[config.mk]
export PLATFORM = sky130hd
export DESIGN_NAME = poly_eval
export DESIGN_NICKNAME = d
export VERILOG_FILES = /design/src/rtl/poly_eval_pkg.sv /design/src/rtl/poly_mac.sv /design/src/rtl/poly_eval.sv
export SDC_FILE = /design/constraint.sdc
export NUM_CORES = 1
export LEC_CHECK = 0
export BUFFER_PORTS_ARGS = -buffer_cell sky130_fd_sc_hd__buf_2
export CAP_MARGIN = 20
export CORE_AREA = 10 10 87 145
export CTS_BUF_LIST = sky130_fd_sc_hd__clkbuf_4
export CTS_CLUSTER_SIZE = 10
export DETAILED_ROUTE_END_ITERATION = 16
export DIE_AREA = 0 0 97 155
export PLACE_DENSITY = 0.7
export SLEW_MARGIN = 30
export SYNTH_ARGS = -nofsm -noshare
export SYNTH_HDL_FRONTEND = slang
export SYNTH_SLANG_ARGS = --single-unit
[constraint.sdc]
create_clock -name Clock -period 7.1 [get_ports Clock]
set_input_delay 1.42 -clock Clock [delete_from_list [all_inputs] [get_ports Clock]]
set_output_delay 1.42 -clock Clock [all_outputs]
set_load 0.03 [all_outputs]
[src/rtl/poly_eval_pkg.sv]
// Shared types and default sizing for the Horner polynomial evaluator.
package poly_eval_pkg;

  localparam int DEFAULT_WIDTH  = 8;
  localparam int DEFAULT_DEGREE = 2;

  typedef enum logic [2:0] {
    S_IDLE,
    S_LOAD,
    S_LOAD_WAIT,
    S_CALC,
    S_DONE
  } state_t;

endpackage

[src/rtl/poly_mac.sv]
// One Horner step: acc*x + coef truncated to WIDTH bits, with overflow flagged
// whenever any bit above WIDTH in the full-precision sum is set.
module poly_mac #(
  parameter int WIDTH = 8
) (
  input  logic [WIDTH-1:0] acc,
  input  logic [WIDTH-1:0] x,
  input  logic [WIDTH-1:0] coef,
  output logic [WIDTH-1:0] sum,
  output logic             ovf
);

  localparam int WIDE = 2 * WIDTH + 1;

  logic [WIDE-1:0] full;

  assign full = WIDE'(acc) * WIDE'(x) + WIDE'(coef);
  assign sum  = full[WIDTH-1:0];
  assign ovf  = |full[WIDE-1:WIDTH];

endmodule

[src/rtl/poly_eval.sv]
// Polynomial evaluator: operands arrive one per Go pulse (a_N .. a_0, then x),
// then p(x) is computed by Horner's rule, one multiply-add per clock.
module poly_eval
  import poly_eval_pkg::*;
#(
  parameter int WIDTH  = DEFAULT_WIDTH,
  parameter int DEGREE = DEFAULT_DEGREE
) (
  input  logic             Clock,
  input  logic             Reset,
  input  logic             Go,
  input  logic [WIDTH-1:0] DataIn,
  output logic [WIDTH-1:0] DataResult,
  output logic             ResultValid,
  output logic             Overflow
);

  localparam int IW    = $clog2(DEGREE + 2);
  // Array is padded to a power of two so idx can address it at full width.
  localparam int SLOTS = 1 << IW;
  localparam logic [IW-1:0] IDX_FIRST = IW'(DEGREE + 1);
  localparam logic [IW-1:0] IDX_TOP   = IW'(DEGREE);
  localparam logic [IW-1:0] IDX_ONE   = IW'(1);

  state_t           state_reg;
  logic [IW-1:0]    idx_reg;
  logic [WIDTH-1:0] coef_reg [SLOTS];
  logic [WIDTH-1:0] x_reg;
  logic [WIDTH-1:0] acc_reg;
  logic [WIDTH-1:0] result_reg;
  logic             x_loaded_reg;
  logic             valid_reg;
  logic             ovf_reg;

  logic [IW-1:0]    idx_prev;
  logic [WIDTH-1:0] mac_coef;
  logic [WIDTH-1:0] mac_sum;
  logic             mac_ovf;

  // Slot idx holds a_(idx-1); idx == 0 selects the x operand during loading.
  assign idx_prev = idx_reg - IDX_ONE;
  assign mac_coef = coef_reg[idx_prev];

  poly_mac #(
    .WIDTH(WIDTH)
  ) u_mac (
    .acc (acc_reg),
    .x   (x_reg),
    .coef(mac_coef),
    .sum (mac_sum),
    .ovf (mac_ovf)
  );

  always_ff @(posedge Clock or posedge Reset) begin
    if (Reset) begin
      state_reg    <= S_IDLE;
      idx_reg      <= IDX_FIRST;
      x_reg        <= '0;
      acc_reg      <= '0;
      result_reg   <= '0;
      x_loaded_reg <= 1'b0;
      valid_reg    <= 1'b0;
      ovf_reg      <= 1'b0;
      for (int i = 0; i < SLOTS; i++) begin
        coef_reg[i] <= '0;
      end
    end else begin
      case (state_reg)
        S_IDLE, S_DONE: begin
          if (Go) begin
            coef_reg[IDX_TOP] <= DataIn;
            idx_reg           <= IDX_TOP;
            x_loaded_reg      <= 1'b0;
            valid_reg         <= 1'b0;
            ovf_reg           <= 1'b0;
            state_reg         <= S_LOAD_WAIT;
          end
        end
        S_LOAD: begin
          if (Go) begin
            if (idx_reg == '0) begin
              x_reg        <= DataIn;
              x_loaded_reg <= 1'b1;
            end else begin
              coef_reg[idx_prev] <= DataIn;
              idx_reg            <= idx_prev;
            end
            state_reg <= S_LOAD_WAIT;
          end
        end
        S_LOAD_WAIT: begin
          // A capture only counts once Go has returned low.
          if (!Go) begin
            if (x_loaded_reg) begin
              acc_reg      <= coef_reg[IDX_TOP];
              idx_reg      <= IDX_TOP;
              x_loaded_reg <= 1'b0;
              state_reg    <= S_CALC;
            end else begin
              state_reg <= S_LOAD;
            end
          end
        end
        S_CALC: begin
          acc_reg <= mac_sum;
          if (mac_ovf) begin
            ovf_reg <= 1'b1;
          end
          if (idx_reg == IDX_ONE) begin
            result_reg <= mac_sum;
            valid_reg  <= 1'b1;
            idx_reg    <= IDX_FIRST;
            state_reg  <= S_DONE;
          end else begin
            idx_reg <= idx_prev;
          end
        end
        default: begin
          state_reg <= S_IDLE;
        end
      endcase
    end
  end

  assign DataResult  = result_reg;
  assign ResultValid = valid_reg;
  assign Overflow    = ovf_reg;

endmodule

==> impl_metrics.csv <==
group,metric,value,unit
status,outcome,"finished, final reports clean",
setup_path,crit_path_start_kind,"flip-flop",
drt,ant_nets,0,
timing,setup_viol,0,
grt,grt_use_met1,17.3,%
clock_network,clk_pin_slew,0.11,ns
place,gp_congestion,0.873,
die,fp.dieH,155,µm
clock_network,cts_made_buffers,9,
drt,drt-pass1-iter-count,4,
clock_network,post_cts_buffers,0,
drt,wl_per_cell,18.0,µm
die,die_w,97,µm
timing,rsz0062_at_grt,"no",
setup_path,arrival,6.22,ns
synthesis,ys_seq_area_share,29.5,%
die,io_pins,21,
timing,tns,0,ns
finish,fill_cells,880,
timing,tightest_slew,0.787,ns
finish,nNetsFinal,656,
synthesis,synthCells,545,
finish,utilization,56.5,%
synthesis,netlist-cell-type-count,50,
setup_path,path_class,"flip-flop to flip-flop",
clock_network,cts_num_sinks,64,
place,dpl.hpwl,10100,µm
finish,largest_register_ff_count,32,
drt,wl,12400,µm
grt,busiest_layer,"met2",
grt,grt_usage,16.7,%
synthesis,synth_seq_cells,64,
drt,drtIter0Drc,179,
flow_run,cap_viol_max_count,0,
synthesis,synth_area,5430,µm²
finish,syn_to_final_growth,6.50,%
grt,grtUsageMet2,32.4,%
die,num_rows,49,
timing,period_share,83.4,%
timing,clock_skew,0.0135,ns
min_path,hp-class,"flip-flop to flip-flop",
setup_path,crit_fanout,14,
synthesis,yosysWarningCount,0,
clock_network,clock_latency,0.41,ns
drt,drc,0,
clock_network,cts_resized,0,
drt,via_count,3921,
clock_network,postCtsHoldBufs,0,
die,core_area,10200,µm²
synthesis,syn_nets,647,
finish,multi_input_area,3440,µm²
grt,grt_start_max_net_pins,65,
setup_path,critPathRequiredTime,7.40,ns
grt,antenna_found_initial,1,
place,portBuffers,20,
grt,use_met3,2.04,%
clock_network,htreeDepth,3,
clock_network,root_buffer,"clkbuf_4",
timing,relSlewSlack,47.5,%
timing,timing.fmax,169,MHz
timing,slew_viol_final,0,
grt,gr-total-overflow,0,
finish,drive_above_1_share,16.8,%
clock_network,cts_max_path_buffers,2,
synthesis,synth_edf_count,0,
synthesis,synthFlopType,"dfrtp_1",
die,dieArea,15000,µm²
die,start_util,53.0,%
timing,fin_crit,5.92,ns
drt,viasPerCell,5.71,
synthesis,async_reset_ff_share,100,%
grt,grt_pass1_vias,4207,
grt,grt_first_pass_wirelength,20700,µm
finish,seq_area,1600,µm²
clock_network,cts_tree,"built",
timing,final-hold-violation-count,0,
setup_path,end_kind,"flip-flop",
synthesis,avgSynthCellArea,9.96,µm²
-- per-stage QoR --
stage | hold slack [ns] | setup WS (ns) | cell area, µm² | std cells
2_1_floorplan | 0.465 | 1.16 | 5430 | 545
3_3_place_gp | 0.466 | 1.28 | 5590 | 670
3_5_place_dp | 0.479 | 1.13 | 5590 | 670
4_1_cts | 0.506 | 1.15 | 5780 | 686
5_1_grt | 0.526 | 0.890 | 5780 | 687
6_report | 0.501 | 1.18 | 5780 | 687
-- kinds of logic after synthesis --
logic type,share of synthesized area [%]
DFF,29.5
adders and majority gates,27.1
xor gates and xnor gates,0.968
AOI/OAI and AO/OA,9.17
muxes,13.1
buffers and inverters,7.14
and+or+nand+nor,13.1
-- cells in the mapped netlist (3+ instances only) --
cell	count	area (µm²)
a21oi_1	15	75.1
mux4_2	8	180
nor2b_1	4	25.0
a31oi_1	3	18.8
and2_1	26	163
fa_1	44	881
nand2_1	85	319
o22ai_1	4	25.0
nor3_1	6	30.0
o21ai_0	30	150
xnor2_1	4	35.0
o211ai_1	4	30.0
o21a_1	3	22.5
nor2_1	14	52.6
mux2i_1	9	90.1
clkbuf_1	20	75.1
inv_1	76	285
ha_1	47	588
dfrtp_1	62	1550
mux2_2	39	439
-- cells in the final DEF, fill, tap and decap left out, types with 3 or more instances in the layout --
cell | synthesis | layout
o21a_1 | 3 | 3
bufinv_16 | 0 | 3
nor2b_1 | 4 | 4
buf_2 | 1 | 20
o22ai_1 | 4 | 4
mux2_2 | 39 | 39
a31oi_1 | 3 | 3
nand2_1 | 85 | 85
a21oi_1 | 15 | 15
nor3_1 | 6 | 6
inv_1 | 76 | 75
xnor2_1 | 4 | 4
dfrtp_1 | 62 | 62
nor2_1 | 14 | 14
fa_1 | 44 | 44
mux4_2 | 8 | 8
and2_1 | 26 | 26
clkbuf_4 | 0 | 10
ha_1 | 47 | 47
o211ai_1 | 4 | 4
mux2i_1 | 9 | 9
o21ai_0 | 30 | 30
-- metal layers --
metal | share of wire [%] | up-vias
li1 | - | 1826
met5 | 0 | -
met2 | 57 | 110
met1 | 36 | 1959
met4 | 3.6 | 0
met3 | 3.6 | 26
-- area by class of cell --
class | count | share of cell area (%)
Antenna cell | 1 | 0.0433
Clock buffer | 10 | 1.30
Clock inverter | 6 | 1.86
Inverter | 76 | 4.93
Multi-Input combinational cell | 382 | 59.5
Sequential cell | 64 | 27.7
Tap cell | 127 | 2.75
Timing Repair Buffer | 21 | 1.86
-- critical path, cell delays in order, from the launching register on --
cell and delay [ns]:
dfstp_2 0.74, inv_1 0.16, ha_1 0.63, mux4_2 0.59, fa_1 0.49, inv_1 0.05
fa_1 0.48, fa_1 0.53, fa_1 0.55, inv_1 0.04, ha_1 0.37, a21oi_1 0.20
o221ai_1 0.19, o21ba_2 0.24, or3_1 0.31, a21oi_1 0.15, a31oi_1 0.10
-- path summary, 6_finish.rpt --
path / startpoint / end / slack [ns] / depth (start not counted)
min in group asynchronous: Reset / state_reg[1] / 1.22 / 3
hold reg to reg: DataResult[4] / DataResult[4] / 0.50 / 2
setup reg to reg: idx_reg[0] / Overflow / 1.18 / 16
max in group asynchronous: Reset / coef_reg[10] / 5.35 / 3
setup / recovery: idx_reg[0] / Overflow / 1.18 / 16
hold / removal: DataResult[4] / DataResult[4] / 0.50 / 2
Power is not shown: default switching activity piles up to over one toggle a cycle in this logic, so the estimate is an artifact.
